**src/rtl/bus_sched_pkg.sv**
```systemverilog
// Shared types for the PET bus time-division scheduler.
package bus_sched_pkg;

    localparam int NUM_SLOTS = 4;

    typedef enum logic [1:0] {
        SLOT_VIDEO    = 2'd0,
        SLOT_SPI      = 2'd1,
        SLOT_CPU_ADDR = 2'd2,
        SLOT_CPU_DATA = 2'd3
    } slot_t;

endpackage

```
**src/rtl/bus_scheduler_slot_timer.sv**
```systemverilog
// Free-running frame counter with slot/phase decode of the value the counter
// takes on the coming edge, so the scheduler can register its outputs in step.
module slot_timer
    import bus_sched_pkg::*;
#(
    parameter int SLOT_LEN = 4
) (
    input  logic       clk16_i,
    input  logic       reset_i,
    output logic [1:0] slot_o,
    output logic [1:0] nxt_slot_o,
    output logic       nxt_first_o,
    output logic       nxt_last_o,
    output logic       nxt_second_half_o
);

    localparam int CW = $clog2(NUM_SLOTS * SLOT_LEN);
    localparam int PW = $clog2(SLOT_LEN);
    localparam logic [PW-1:0] LAST_PHASE = PW'(SLOT_LEN - 1);

    logic [CW-1:0] ctr_q, ctr_d;
    logic          run_q, run_d;
    logic [PW-1:0] nxt_phase;

    // The release edge re-enters count 0 rather than advancing, so the first
    // cycle out of reset is phase 0 of the video slot.
    always_comb begin
        run_d = 1'b1;
        ctr_d = ctr_q + CW'(1);
        if (!run_q) begin
            ctr_d = '0;
        end
    end

    always_ff @(posedge clk16_i) begin
        if (reset_i) begin
            ctr_q <= '0;
            run_q <= 1'b0;
        end else begin
            ctr_q <= ctr_d;
            run_q <= run_d;
        end
    end

    assign nxt_phase         = ctr_d[PW-1:0];
    assign nxt_first_o       = (nxt_phase == '0);
    assign nxt_last_o        = (nxt_phase == LAST_PHASE);
    assign nxt_second_half_o = nxt_phase[PW-1];
    assign nxt_slot_o        = ctr_d[CW-1 -: 2];
    assign slot_o            = ctr_q[CW-1 -: 2];

endmodule

```
**src/rtl/bus_scheduler.sv**
```systemverilog
// Four-slot time-division scheduler for the shared PET bus (video, SPI, CPU).
// Optional BUS_SCHED_SPI_STEAL_EN lets SPI use an idle video slot.
module bus_scheduler
    import bus_sched_pkg::*;
#(
    parameter int SLOT_LEN = 4
) (
    input  logic       clk16_i,
    input  logic       reset_i,
    input  logic       spi_valid_i,
    output logic       spi_ready_o,
    output logic       spi_en_o,
    input  logic       vid_req_i,
    output logic       vid_ack_o,
    output logic       vid_en_o,
    output logic       cpu_en_o,
    output logic       cpu_be_o,
    output logic       cpu_clk_o,
    output logic       strobe_o,
    output logic [1:0] slot_o
);

    logic [1:0] nxt_slot_raw;
    logic       nxt_first, nxt_last, nxt_second_half;
    slot_t      nxt_slot;

    slot_timer #(.SLOT_LEN(SLOT_LEN)) u_timer (
        .clk16_i           (clk16_i),
        .reset_i           (reset_i),
        .slot_o            (slot_o),
        .nxt_slot_o        (nxt_slot_raw),
        .nxt_first_o       (nxt_first),
        .nxt_last_o        (nxt_last),
        .nxt_second_half_o (nxt_second_half)
    );

    assign nxt_slot = slot_t'(nxt_slot_raw);

    logic vid_en_q, vid_en_d;
    logic spi_en_q, spi_en_d;
    logic vid_ack_q, vid_ack_d;
    logic spi_ready_q, spi_ready_d;
    logic cpu_en_q, cpu_en_d;
    logic cpu_be_q, cpu_be_d;
    logic cpu_clk_q, cpu_clk_d;
    logic strobe_q, strobe_d;

    // Grants are sampled only on the edge entering phase 0 and then held.
    always_comb begin
        vid_en_d = vid_en_q;
        spi_en_d = spi_en_q;
        if (nxt_first) begin
            vid_en_d = 1'b0;
            spi_en_d = 1'b0;
            case (nxt_slot)
                SLOT_VIDEO: begin
                    vid_en_d = vid_req_i;
`ifdef BUS_SCHED_SPI_STEAL_EN
                    spi_en_d = !vid_req_i && spi_valid_i;
`else
                    spi_en_d = 1'b0;
`endif
                end
                SLOT_SPI: spi_en_d = spi_valid_i;
                default: begin
                    vid_en_d = 1'b0;
                    spi_en_d = 1'b0;
                end
            endcase
        end

        cpu_en_d    = (nxt_slot == SLOT_CPU_DATA);
        cpu_clk_d   = (nxt_slot == SLOT_CPU_DATA);
        cpu_be_d    = (nxt_slot == SLOT_CPU_ADDR) || (nxt_slot == SLOT_CPU_DATA);
        strobe_d    = nxt_second_half && (vid_en_d || spi_en_d || cpu_en_d);
        vid_ack_d   = nxt_last && vid_en_d;
        spi_ready_d = nxt_last && spi_en_d;
    end

    always_ff @(posedge clk16_i) begin
        if (reset_i) begin
            vid_en_q    <= 1'b0;
            spi_en_q    <= 1'b0;
            vid_ack_q   <= 1'b0;
            spi_ready_q <= 1'b0;
            cpu_en_q    <= 1'b0;
            cpu_be_q    <= 1'b0;
            cpu_clk_q   <= 1'b0;
            strobe_q    <= 1'b0;
        end else begin
            vid_en_q    <= vid_en_d;
            spi_en_q    <= spi_en_d;
            vid_ack_q   <= vid_ack_d;
            spi_ready_q <= spi_ready_d;
            cpu_en_q    <= cpu_en_d;
            cpu_be_q    <= cpu_be_d;
            cpu_clk_q   <= cpu_clk_d;
            strobe_q    <= strobe_d;
        end
    end

    assign vid_en_o    = vid_en_q;
    assign spi_en_o    = spi_en_q;
    assign vid_ack_o   = vid_ack_q;
    assign spi_ready_o = spi_ready_q;
    assign cpu_en_o    = cpu_en_q;
    assign cpu_be_o    = cpu_be_q;
    assign cpu_clk_o   = cpu_clk_q;
    assign strobe_o    = strobe_q;

endmodule

```
**config.mk**
```make
export PLATFORM = sky130hd
export DESIGN_NAME = bus_scheduler
export DESIGN_NICKNAME = d
export VERILOG_FILES = /design/src/rtl/bus_sched_pkg.sv /design/src/rtl/bus_scheduler_slot_timer.sv /design/src/rtl/bus_scheduler.sv
export SDC_FILE = /design/constraint.sdc
export NUM_CORES = 1
export LEC_CHECK = 0
export ABC_CLOCK_PERIOD_IN_PS = 2650
export BUFFER_PORTS_ARGS = -buffer_cell sky130_fd_sc_hd__clkbuf_2
export CORE_ASPECT_RATIO = 1.25
export CORE_MARGIN = 1.5
export CORE_UTILIZATION = 28
export CTS_BUF_LIST = sky130_fd_sc_hd__clkbuf_8 sky130_fd_sc_hd__clkbuf_16
export CTS_CLUSTER_SIZE = 20
export DETAILED_ROUTE_END_ITERATION = 8
export HOLD_SLACK_MARGIN = 0.1
export PLACE_DENSITY_LB_ADDON = 0.3
export SETUP_SLACK_MARGIN = 0.3
export SKIP_CTS_REPAIR_TIMING = 1
export SYNTH_ARGS = -nofsm -noshare
export SYNTH_HDL_FRONTEND = slang
export SYNTH_SLANG_ARGS = --single-unit
export TNS_END_PERCENT = 5
```
**constraint.sdc**
```tcl
create_clock -name clk16_i -period 2.65 [get_ports clk16_i]
set_input_delay 0.795 -clock clk16_i [delete_from_list [all_inputs] [get_ports clk16_i]]
set_output_delay 0.795 -clock clk16_i [all_outputs]
set_load 0.02 [all_outputs]
```
==> impl_metrics.ini, run 1 <==
[outcome]
status = complete, no violations

[sta]
clock.fmax_ghz = 0.612
final.setup.tns_ns = 0
finalCritPeriodShare_pct = 61.7
drv_slew = 0
worstMarginPinSlew_ns = 0.331
whs_ns = 0.513
max_slew_margin_pct = 77.9
final-setup-viol-count = 0
fin_crit_ns = 1.63
rsz0062_at_grt = no
hold_viol = 0
skew_ns = 0.000814

[global_route]
antenna_found_initial = 0
grt_max_degree = 9
grt_pass1_vias = 332
track_usage_pct = 11.0
grt_pass1_wl_um = 1350
grt_overflow = 0

[worst_setup_path]
cp_top_family = flip-flops
critPathBufInv = 1
cp-end-kind = output pin
slowest_delay_ns = 0.40
crit_fanout = 4
cp_cell_sequence = clkbuf_2
crit_type = reg -> out
required_ns = 1.86
cp.arrival_ns = 0.84
slowest_stage = dfxtp_1
worstSetupStartpointType = flop

[clock_network]
cts.sinks = 12
cts_buffer_depth = 2
h-tree-depth = 1
clk_pin_slew_ns = 0.05
cts_tree = yes
numCtsBuffers = 3
clkLatencyLatePin_ns = 0.24
cts_root_buf = clkbuf_8

[placement]
port_buffers = 13
dpl.hpwl_um = 653
gp_congestion = 0.714

[floorplan]
io_pins = 14
fp-row-count = 16
initial_core_util_pct = 29.7
die_h_um = 48.5
die_w_um = 39.4
core_area_um2 = 1560
dieArea_um2 = 1910

[min_path]
hold_path.class = reg -> reg

[layout]
diodes = 0
multi_input_area_um2 = 190
drive_gt1_share_pct = 32.8
nets = 65
fillCellCount = 166
regArea_um2 = 240
area_delta_synth_final_pct = 22.9

[synth]
netlist-cell-type-count = 18
synth-seq-cells = 12
yosysTopAreaCell = dfxtp_1
async_flop_share_pct = 0
syn_inst = 45
synth_warnings = 0
synth_top_cells_by_area = dfxtp_1 52%, a221oi_4 5.7%, buf_4 4.9%, nor2_1 4.9%, nor3_1 4.3%
dominantRegCellSynth = dfxtp_1
yosysMostFrequentCell = dfxtp_1
synth_nets = 50
syn_area_um2 = 464
synth_commonest_cells = 12 x dfxtp_1, 6 x nor2_1, 4 x nand2_1, 4 x nor3_1
yosysSeqAreaShare_pct = 51.8
syn_avg_cell_area_um2 = 10.3
synth-edff-count = 0
synth_top_area_share_pct = 51.8

[power]
peakVddDrop_mv = 0.385
total_leakage_power_nw = 0.255
p_per_area_nw_per_um2 = 650

[job]
cap_violations = 0

[routing]
firstDrtPassIters = 4
drt_iter0_markers = 6
route.detailed.drc = 0
wl_um = 822
antenna_left = 0
routedWlPerCell_um = 10.8
avgViaCountPerCell = 4.55
num_vias = 346
[worst paths after layout]
kind                    start                to  slack, ns  cells past startpoint
max reg2reg  u_timer.ctr_q[0]          strobe_o       1.02                      5
min reg2reg  u_timer.ctr_q[0]  u_timer.ctr_q[0]       0.51                      1
min          u_timer.ctr_q[0]  u_timer.ctr_q[0]       0.51                      1
max          u_timer.ctr_q[2]         slot_o[0]       1.02                      1
[cell usage in the layout, fill, tap and decap left out, drive strengths merged]
cell type / n
a221oi: 1
a31oi: 1
a32oi: 1
and3: 1
and4b: 1
clkbuf: 16
dfxtp: 12
ha: 1
inv: 3
nand2: 4
nand3: 2
nand3b: 1
nor2: 6
nor3: 4
or2b: 1
xnor2: 2
xor2: 1
[routing by layer]
metal	GRT usage, %	wire, um	up-vias
met1	11.6	341	157
met5	0	0	-
met4	12.1	47	0
met3	4.13	36	4
met2	15.0	397	9
li1	-	-	176
[sequential cells by signal (all words and copies together), names as in the netlist]
signal and count:
strobe_o 1, u_timer.run_q 1, cpu_clk_o 1, spi_ready_o 1, vid_en_o 1, vid_ack_o 1
cpu_be_o 1, u_timer.ctr_q 4, spi_en_o 1
[through the flow]
stage	setup slack, ns	cell area (um^2)	utilization (%)	std cells	power [mW]
finish	1.02	571	36.5	76	0.371
global route	0.918	571	36.5	76	0.390
CTS	1.00	571	36.5	76	0.376
detailed placement	1.02	529	33.9	73	0.214
global placement	1.02	529	33.9	73	0.214
floorplan	1.13	464	-	45	0.207
[cell families after synthesis]
group / after synthesis / synth area share, %
xor+xnor: 3 / 7.28
fa+ha+maj: 1 / 2.69
compound gates: 3 / 8.90
flops: 12 / 51.8
buf+inv: 6 / 7.28
simple gates: 20 / 22.1
[final cells by class]
type / count / area share (%)
tap: 18 / 3.95
multi-input combinational: 27 / 33.3
sequential: 12 / 42.1
clock buffer: 3 / 7.24
timing repair buffer: 13 / 11.4
inverter: 3 / 1.97
[power breakdown]
group          switching (mW)  leakage, nW  internal [mW]
logic                  0.0117        0.136         0.0101
registers             0.00417       0.0976          0.185
clock network          0.0605       0.0216         0.0996
total                  0.0763        0.255          0.295
No activity file was read; power rests on OpenSTA's default activity.
==> inputs of run 2 (changes only) <==
ABC_AREA = 1   (was not set)
ABC_CLOCK_PERIOD_IN_PS = 1600   (was 2650)
clock period = 1.6 ns   (was 2.65 ns; I/O delays follow)
==> run 2 against run 1 <==
  * Cell count is 20% higher
  * Clock power rose by 100%
  * Core utilization grew 2.9 points
  * Synthesized cell count grew 33%
  * Critical path depth unchanged
  * Worst hold slack got worse by 0.014 ns
==> impl_metrics.ini, run 2 <==
[outcome]
status = complete, no violations

[synth]
synth_nets = 65
synth-edff-count = 0
synth_top_area_share_pct = 49.5
yosysTopAreaCell = dfxtp_1
synth_warnings = 0
dominantRegCellSynth = dfxtp_1
syn_area_um2 = 485
netlist-cell-type-count = 15
synth-seq-cells = 12
syn_avg_cell_area_um2 = 8.09
async_flop_share_pct = 0
yosysSeqAreaShare_pct = 49.5
synth_commonest_cells = 12 x dfxtp_1, 12 x nor2_1, 7 x nand2_1
syn_inst = 60
synth_top_cells_by_area = dfxtp_1 49%, nor2_1 9.3%, nand2_2 6.4%, nand2_1 5.4%, nand3_1 5.2%

[floorplan]
die_h_um = 49.6
initial_core_util_pct = 30.3
die_w_um = 40.2
fp-row-count = 16
io_pins = 14
core_area_um2 = 1600
dieArea_um2 = 1990

[sta]
clock.fmax_ghz = 0.790
layout_setup_ws_ns = 0.335
finalCritPeriodShare_pct = 79.1
final.setup.tns_ns = 0
skew_ns = 0.00124
whs_ns = 0.499
rsz0062_at_grt = yes
final-setup-viol-count = 0
worstMarginPinSlew_ns = 0.248
hold_viol = 0
max_slew_margin_pct = 83.5
drv_slew = 0
fin_crit_ns = 1.27

[min_path]
hold_path.class = reg -> reg
min-delay-start = vid_en_o
hold_path_depth = 2
min_to = vid_en_o

[worst_setup_path]
rr_startpoint = u_timer.ctr_q[1]
crit_type = reg -> out
worstSetupStartpointType = flop
ff2ff_path_depth = 7
crit_fanout = 6
reg2reg_to = vid_ack_o
cp-end-kind = output pin
required_ns = 1.12
slowest_delay_ns = 0.37
cp.arrival_ns = 0.79
cp_cell_sequence = clkbuf_2
critPathBufInv = 1
slowest_stage = dfxtp_2
r2r_slack_ns = 0.37
cp_top_family = flip-flops

[clock_network]
clk_pin_slew_ns = 0.05
cts_buffer_depth = 2
cts.sinks = 12
clkLatencyLatePin_ns = 0.24
h-tree-depth = 1
cts_tree = yes
numCtsBuffers = 3
cts_root_buf = clkbuf_8

[routing]
antenna_left = 0
num_vias = 403
firstDrtPassIters = 4
routedWlPerCell_um = 9.04
wl_um = 823
drt_iter0_markers = 4
avgViaCountPerCell = 4.43
route.detailed.drc = 0

[power]
total_power_mw = 0.682
p_per_area_nw_per_um2 = 1080
peakVddDrop_mv = 0.634
total_leakage_power_nw = 0.291

[layout]
mostFrequentLayoutCells = 13 x clkbuf_2, 11 x nor2_1, 9 x dfxtp_1
stdcell_area_um2 = 632
largest_reg_flops = 4
layout_commonest_cell = clkbuf_2
stdcell_count = 91
top_register = u_timer.ctr_q
drive_gt1_share_pct = 45.2
final_util_pct = 39.5
nets = 79
area_delta_synth_final_pct = 30.2
diodes = 0

[placement]
dpl-instance-area_um2 = 546
dpl.hpwl_um = 630
place_inst = 87
pre_cts_ws_ns = 0.277
port_buffers = 13
gp_congestion = 0.708

[global_route]
use_met3_pct = 2.70
grtUsageMet1_pct = 10.4
met2_usage_pct = 15.3
top_usage_layer = met2
grt_pass1_vias = 356
antenna_found_initial = 0
grt_overflow = 0
grt_pass1_wl_um = 1330
grt_max_degree = 11
track_usage_pct = 9.94

[job]
cap_violations = 0
[run 2: cell count changes in the layout (fill, tap and decap cells not counted), sizes merged, moves of 3 or more]
cell	previous run	this run
nand2	4	12
nor2	6	14
nand3	2	6
nor3	4	0
inv	3	6
[run 2: worst max-delay path by stage]
stage | start | endpoint | slack (ns) | cells after the start
finish | u_timer.ctr_q[2] | slot_o[0] | 0.33 | 1
global route | u_timer.ctr_q[0] | spi_ready_o | 0.23 | 9
CTS | u_timer.ctr_q[0] | spi_ready_o | 0.26 | 8
detailed placement | u_timer.ctr_q[0] | spi_ready_o | 0.28 | 8
global placement | u_timer.ctr_q[0] | vid_ack_o | 0.29 | 7
floorplan | u_timer.ctr_q[0] | vid_ack_o | 0.36 | 7
[run 2: layout make-up]
class,instances,area [um^2]
fill,176,970
sequential,12,244
multi-input combinational,38,223
timing repair buffer,13,65.1
clock buffer,4,55.1
inverter,6,22.5
tap,18,22.5
[run 2: kinds of logic after synthesis]
logic type	synth area share (%)
simple gates	34.8
compound gates	2.83
fa+ha+maj	2.58
buf+inv	10.3
flops	49.5
[run 2: per-layer routing]
layer	up-vias	routed length, um
met4	0	17
met3	2	50
met5	-	0
met2	12	409
li1	209	-
met1	180	346
[run 2: power breakdown]
part / leakage [nW] / switching, mW / internal (mW)
clock network: 0.0288 / 0.108 / 0.217
logic: 0.163 / 0.0264 / 0.0176
registers: 0.0988 / 0.00732 / 0.306
total: 0.291 / 0.142 / 0.541
[run 2: worst register-to-register path, cell delays in order (launching register included)]
cell and delay, ns:
dfxtp_2 0.34, ha_4 0.24, nand2_4 0.08, nand3_2 0.08
nor2_2 0.10, nand2_1 0.08, a21oi_2 0.14, and2_1 0.13
==> inputs of run 3 (changes only) <==
ABC_CLOCK_PERIOD_IN_PS = 1250   (was 1600)
clock period = 1.25 ns   (was 1.6 ns; I/O delays follow)
==> run 3 against run 2 <==
  * Critical path depth is 8 higher
  * Via count is 4.0% higher
  * Core utilization increased by 7.4 points
  * Sequential cell count unchanged
  * Wire length increased by 19%
  * Highest routed layer unchanged
==> impl_metrics.ini, run 3 (synthesized netlist as in run 2, its figures left out) <==
[routing]
wl_um = 980
firstDrtPassIters = 3
route.detailed.drc = 0
avgViaCountPerCell = 4.41
routedWlPerCell_um = 10.3
antenna_left = 0
drt_iter0_markers = 3
num_vias = 419

[layout]
layout_commonest_cell = nor2_1
mostFrequentLayoutCells = 12 x nor2_1, 7 x clkbuf_2, 6 x dfxtp_2, 6 x buf_6, 5 x inv_1
diodes = 0
largest_reg_flops = 4
fillCellCount = 168
nets = 83
stdcell_area_um2 = 751
area_delta_synth_final_pct = 54.6
drive_gt1_share_pct = 59.7
top_register = u_timer.ctr_q

[floorplan]
io_pins = 14
fp-row-count = 16
die_w_um = 40.2
die_h_um = 49.6
core_area_um2 = 1600
initial_core_util_pct = 30.3
dieArea_um2 = 1990

[sta]
max_slew_margin_pct = 84.4
skew_ns = 0.00223
fin_crit_ns = 1.23
rsz0062_at_grt = yes
worstMarginPinSlew_ns = 0.234
clock.fmax_ghz = 0.812
drv_slew = 0
finalCritPeriodShare_pct = 98.5
final-setup-viol-count = 0
hold_viol = 0
final.setup.tns_ns = 0

[worst_setup_path]
rr_startpoint = u_timer.ctr_q[0]
slowest_delay_ns = 0.35
r2r_slack_ns = 0.02
cp-end-kind = flop
slowest_stage = dfxtp_4
reg2reg_to = strobe_o
required_ns = 1.38
cp.arrival_ns = 1.36
cp_cell_sequence = ha_4 -> nand2_4 -> nand2_4 -> nor2_4 -> nor2_2 -> nand2_2 -> nand3_1 -> nor2_1 -> nor2_1
crit_fanout = 3
worstSetupStartpointType = flop
ff2ff_path_depth = 9
crit_type = reg -> reg

[min_path]
hold_path.class = in -> reg
min-delay-start = spi_valid_i
min_to = spi_en_o
hold_path_depth = 3

[power]
p_sw_mw = 0.183
seqPwrFrac_pct = 45.4
swShare_pct = 20.7
p_per_area_nw_per_um2 = 1180
power.internal_mw = 0.701
total_leakage_power_nw = 0.344
power_frac_comb_pct = 8.3
peakVddDrop_mv = 0.651
power.clock.fraction_pct = 46.4

[global_route]
track_usage_pct = 10.8
grt_max_degree = 11
antenna_found_initial = 0
grt_pass1_vias = 399
grt_overflow = 0
grt_pass1_wl_um = 1520

[placement]
gp_congestion = 0.710
dpl-instance-area_um2 = 573
dpl.hpwl_um = 676
port_buffers = 13

[job]
cap_violations = 0

[clock_network]
h-tree-depth = 1
numCtsBuffers = 3
cts_tree = yes
cts_buffer_depth = 2
clkLatencyLatePin_ns = 0.23
cts.sinks = 12
clk_pin_slew_ns = 0.05
cts_root_buf = clkbuf_8

[outcome]
status = complete, no violations
-- run 3: cell types whose count changed in the layout (fill, tap and decap cells not counted), sizes merged --
cell / before / now
buf: 0 / 10
clkbuf: 17 / 11
-- run 3: metrics by stage --
step	cells	power [mW]	worst slack, ns	util (%)	hold slack (ns)
6_report	95	0.884	0.0187	46.9	0.419
5_1_grt	95	0.936	-0.0819	46.9	0.429
4_1_cts	92	0.881	0.000747	39.2	0.423
3_5_place_dp	88	0.465	0.0138	35.8	0.483
3_3_place_gp	88	0.464	0.0281	35.8	0.486
2_1_floorplan	60	0.451	0.0928	-	0.532
-- run 3: how the worst max path moves through the flow --
| stage | from | end | slack, ns | cells after the start |
|---|---|---|---|---|
| 2_1_floorplan | u_timer.ctr_q[0] | strobe_o | 0.09 | 8 |
| 3_3_place_gp | u_timer.ctr_q[1] | vid_ack_o | 0.03 | 8 |
| 3_5_place_dp | u_timer.ctr_q[0] | strobe_o | 0.01 | 8 |
| 4_1_cts | u_timer.ctr_q[0] | strobe_o | 0.0007 | 8 |
| 5_1_grt | u_timer.ctr_q[0] | strobe_o | -0.08 | 9 |
| 6_report | u_timer.ctr_q[0] | strobe_o | 0.02 | 9 |
-- run 3: area by class of cell --
type	instances	area (um^2)	share of cell area (%)
Timing Repair Buffer	17	133	17.7
Clock buffer	4	55.1	7.33
Multi-Input combinational cell	38	263	35.0
Inverter	6	22.5	3.00
Tap cell	18	22.5	3.00
Sequential cell	12	255	34.0
-- run 3: power groups by stage --
stage / registers, mW / clock network, mW / logic (mW)
2_1_floorplan: 0.412 / 0 / 0.0393
3_3_place_gp: 0.409 / 0 / 0.0551
3_5_place_dp: 0.410 / 0 / 0.0551
4_1_cts: 0.401 / 0.424 / 0.0556
5_1_grt: 0.402 / 0.454 / 0.0804
6_report: 0.401 / 0.410 / 0.0731
-- run 3: critical path, delay by kind of cell (launching register included) --
family        cells  cell delay (ns)
fa+ha+maj         1             0.17
simple gates      8             0.61
flops             1             0.35
-- run 3: per-layer routing --
metal	routed length [um]	vias up	global-route usage (%)
li1	-	217	-
met1	410	192	13.0
met2	526	8	17.2
met3	38	2	2.70
met4	4	0	5.00
met5	0	-	0
